**src/rtl/comp.sv**
```systemverilog
// comp -- pipelined unsigned multiply-accumulate unit.
//
// Ports:
//   clk        in   rising-edge clock
//   rst        in   asynchronous active-low reset; clears every register
//   i_param    in   [p_size-1:0]    unsigned operand A
//   i_param_2  in   [p_size-1:0]    unsigned operand B
//   ena        in   sample strobe; operands are captured on an edge with ena=1
//   o_param    out  [2*p_size-1:0]  product of the most recently completed sample
//   o_param_2  out  [2*p_size-1:0]  running sum of all completed products
//   dv         out  one-cycle pulse per completed sample
//
// Timing: a sample captured at edge N shows up on the outputs, with dv=1,
// after edge N+2.  Stage 1 holds the operands.  Stage 2 is split into a
// multiply register and an output register.  The output register loads the
// product and updates the accumulator on the same edge.  One sample can be
// accepted every cycle.
//
// Build option: define COMP_ACC_SAT_EN to make the accumulator saturate at
// all-ones.  Once it saturates, it stays there until reset.  Without the
// macro, the accumulator wraps modulo 2^(2*p_size).

module comp #(
    parameter int p_size = 1
) (
    input  logic                  clk,
    input  logic                  rst,
    input  logic [p_size-1:0]     i_param,
    input  logic [p_size-1:0]     i_param_2,
    input  logic                  ena,
    output logic [2*p_size-1:0]   o_param,
    output logic [2*p_size-1:0]   o_param_2,
    output logic                  dv
);

    localparam int acc_w = 2 * p_size;

    logic [p_size-1:0] a_q, a_d;
    logic [p_size-1:0] b_q, b_d;
    logic              v1_q, v1_d;
    logic [acc_w-1:0]  prod_q, prod_d;
    logic              v2_q, v2_d;
    logic [acc_w-1:0]  res_q, res_d;
    logic [acc_w-1:0]  acc_q, acc_d;
    logic              dv_q, dv_d;
`ifdef COMP_ACC_SAT_EN
    logic [acc_w:0]    acc_sum;
`endif

    always_comb begin
        a_d    = a_q;
        b_d    = b_q;
        v1_d   = ena;
        prod_d = prod_q;
        v2_d   = v1_q;
        res_d  = res_q;
        acc_d  = acc_q;
        dv_d   = v2_q;
`ifdef COMP_ACC_SAT_EN
        acc_sum = {1'b0, acc_q} + {1'b0, prod_q};
`endif

        // Operands are held while ena is low. Input changes made in idle
        // cycles therefore never reach the datapath.
        if (ena) begin
            a_d = i_param;
            b_d = i_param_2;
        end

        // Zero-extend both operands first, so that the product is formed
        // at full width.
        if (v1_q) begin
            prod_d = {{p_size{1'b0}}, a_q} * {{p_size{1'b0}}, b_q};
        end

        if (v2_q) begin
            res_d = prod_q;
`ifdef COMP_ACC_SAT_EN
            // A carry out of the top bit means the true sum has overflowed.
            // An accumulator already at all-ones stays there, because
            // products are never negative.
            acc_d = acc_sum[acc_w] ? {acc_w{1'b1}} : acc_sum[acc_w-1:0];
`else
            acc_d = acc_q + prod_q;
`endif
        end
    end

    always_ff @(posedge clk or negedge rst) begin
        if (!rst) begin
            a_q    <= '0;
            b_q    <= '0;
            v1_q   <= 1'b0;
            prod_q <= '0;
            v2_q   <= 1'b0;
            res_q  <= '0;
            acc_q  <= '0;
            dv_q   <= 1'b0;
        end else begin
            a_q    <= a_d;
            b_q    <= b_d;
            v1_q   <= v1_d;
            prod_q <= prod_d;
            v2_q   <= v2_d;
            res_q  <= res_d;
            acc_q  <= acc_d;
            dv_q   <= dv_d;
        end
    end

    assign o_param   = res_q;
    assign o_param_2 = acc_q;
    assign dv        = dv_q;

endmodule

```
**config.mk**
```make
export PLATFORM = sky130hd
export DESIGN_NAME = comp
export DESIGN_NICKNAME = d
export VERILOG_FILES = /design/src/rtl/comp.sv
export SDC_FILE = /design/constraint.sdc
export NUM_CORES = 1
export LEC_CHECK = 0
export CAP_MARGIN = 20
export CELL_PAD_IN_SITES_DETAIL_PLACEMENT = 1
export CELL_PAD_IN_SITES_GLOBAL_PLACEMENT = 1
export CORE_AREA = 10 10 47 49
export CTS_CLUSTER_DIAMETER = 120
export DETAILED_ROUTE_END_ITERATION = 16
export DIE_AREA = 0 0 57 59
export PLACE_DENSITY = 0.54
export SKIP_LAST_GASP = 1
export SLEW_MARGIN = 5
export SYNTH_ARGS = -nofsm -noshare
export SYNTH_HDL_FRONTEND = slang
export SYNTH_SLANG_ARGS = --single-unit
```
**constraint.sdc**
```tcl
create_clock -name clk -period 1.9 [get_ports clk]
set_input_delay 0.38 -clock clk [delete_from_list [all_inputs] [get_ports clk]]
set_output_delay 0.38 -clock clk [all_outputs]
set_load 0.02 [all_outputs]
```
==> results of run 1 <==
## flip-flops by register name, indices dropped and copies added (netlist names)
register and cells:
o_param_2 2, a_q 1, b_q 1, dv 1, dv_d 1, o_param 1, prod_q 1, v1_q 1
## synth_stat cells (all sizes together)
cell	count	share of area, %
dfrtp	9	69
mux2	4	16
buf	1	2.3
conb	1	1.1
ha	1	3.8
inv	1	1.1
nand2	1	1.1
nand3	1	1.5
o21ai	1	1.5
xnor2	1	2.7
## per-layer routing
| metal | track usage [%] | vias to the layer above | part of all wire (%) |
|---|---|---|---|
| met5 | 0 | - | 0 |
| met2 | 6.51 | 11 | 44 |
| met3 | 6.01 | 2 | 20 |
| met4 | 2.01 | 0 | 0.66 |
| li1 | - | 89 | - |
| met1 | 3.62 | 97 | 35 |
## area by class of cell
cell class                      instances  area [µm²]  area share (%)
Clock buffer                            4        26.3            5.88
Sequential cell                         9         225            50.4
Multi-Input combinational cell         10        91.3            20.4
Inverter                                1        3.75           0.840
Timing Repair Buffer                    8        80.1            17.9
Tap cell                               16        20.0            4.48
## cell families (layout without fill, tap and decap cells)
| group | Yosys count | count (layout) | share of synthesized area, % |
|---|---|---|---|
| buf+inv | 2 | 13 | 3.43 |
| simple gates | 2 | 2 | 2.67 |
| flops | 9 | 9 | 68.7 |
| mux | 4 | 4 | 16.0 |
| xor+xnor | 1 | 1 | 2.67 |
| compound gates | 1 | 1 | 1.53 |
| fa+ha+maj | 1 | 1 | 3.82 |
| other cells | 1 | 1 | 1.14 |
## final timing paths
kind	startpoint	to	slack [ns]	depth (start not counted)
worst min-delay path	rst	o_param[0]	0.41	1
worst max-delay path	o_param_2[0]	o_param_2[0]	0.26	1
max in group asynchronous	rst	b_q	1.20	1
worst min register to register	v1_q	dv_d	0.41	0
min in group clk	v1_q	dv_d	0.41	0
worst max register to register	o_param_2[0]	o_param_2[0]	0.84	2
## power by group
part	internal [mW]	switching, mW
Combinational	0.0872	0.0652
Sequential	0.227	0.0250
Clock	0.0807	0.0637
Total	0.395	0.154
## per-stage QoR
step                std cells  instance area (µm²)  total power, mW  hold slack (ns)  setup slack (ns)
floorplan                  21                  328            0.334           0.0844             0.777
global placement           44                  420            0.406            0.396             0.562
detailed placement         44                  420            0.413            0.395             0.526
CTS                        48                  447            0.564            0.409             0.243
global route               48                  447            0.595            0.422             0.193
finish                     48                  447            0.549            0.407             0.264
## cell usage in the layout, fill, tap and decap left out, drive strengths merged
cell	netlist	layout
nand3	1	1
conb	1	1
o21ai	1	1
mux2	4	4
dfrtp	9	9
xnor2	1	1
ha	1	1
nand2	1	1
clkbuf	0	4
clkdlybuf4s50	0	8
inv	1	1
==> impl_metrics.yaml, run 1 <==
clock_tree:
  clockBufferDepth: 2
  h-tree-depth: 1
  cts_made_buffers: 3
  cts.sinks: 9
  holdBufCountCts: 0
  cts_root_buffer: "clkbuf_4"
  cts_tree: "done"
  clk_latency_ns: 0.26
  ctsResizeCount: 0
  path_clk_slew_ns: 0.06
  cts_setup_buffers: 0
timing:
  slew_viol_final: 0
  skew_ns: 0.00237
  hold_viol_final: 0
  fmax_ghz: 0.611
  setup_viol: 0
  fin_tns_setup_ns: 0
  rsz0062_at_grt: "false"
  fin_crit_sh_pct: 86.1
  fin_crit_ns: 1.64
cells_and_area:
  fillers: 157
  nNetsFinal: 39
  final_util_pct: 31.9
  layout-drive-gt1-share_pct: 15.6
  antenna_cells: 0
  area_growth_pct: 36.3
yosys:
  synthesis.nets: 27
  seq_area_frac_synth_pct: 68.7
  ys_ff_latch: 9
  syn_area_um2: 328
  ys_warn_count: 0
  syn_inst: 21
  synth.distinct_cells: 11
  synth_area_per_cell_um2: 15.6
run:
  maxCapViolations: 0
die:
  dieWidth_um: 57
  pin_count: 10
  row_count: 14
  coreArea_um2: 1400
  start_util_pct: 23.4
  die_area_um2: 3360
  die_h_um: 59
worst_setup_path:
  endpoint_kind: "primary output"
  path_cells: "clkdlybuf4s50_1"
  crit_type: "register to primary output"
  slowest_delay_ns: 0.62
  cp.arrival_ns: 1.26
  worstSetupStartpointType: "register"
  worst_ep_required_time_ns: 1.52
  crit_slowest_cell: "clkdlybuf4s50_1"
  crit_fanout: 3
  path_delay_family: "buffers and inverters"
  worst-path-buf-inv: 1
drt:
  post-route-drc-count: 0
  wl_per_cell_um: 12.6
  ant_nets: 0
  drtPass1Iterations: 1
  initialDrtViolationCount: 0
  viasPerCell: 4.15
  wl_um: 607
  vias: 199
run_status:
  status: "complete, no violations"
pwr:
  peakVddDrop_uv: 443
  powerDensity_nw_per_um2: 1230
  p_leak_nw: 0.199
grt:
  antenna_found_initial: 0
  grt_pass1_wl_um: 1120
  grt-ovfl-total: 0
  grt_usage_pct: 4.61
  grt_max_degree: 10
  grt_pass1_vias: 254
place:
  gp_congestion: 0.575
  io_buffers: 8
min_path:
  hold_class: "input port to async pin"
(Power assumes the default switching activity.)
==> inputs of run 2 (changes only) <==
--- a/config.mk
+++ b/config.mk
@@ -13,6 +13,7 @@
 export DETAILED_ROUTE_END_ITERATION = 16
 export DIE_AREA = 0 0 57 59
 export PLACE_DENSITY = 0.54
+export SKIP_CTS_REPAIR_TIMING = 1
 export SKIP_LAST_GASP = 1
 export SLEW_MARGIN = 5
 export SYNTH_ARGS = -nofsm -noshare
==> results of run 2 <==
No change in the layout: final DEF, timing and power equal those of run 1.
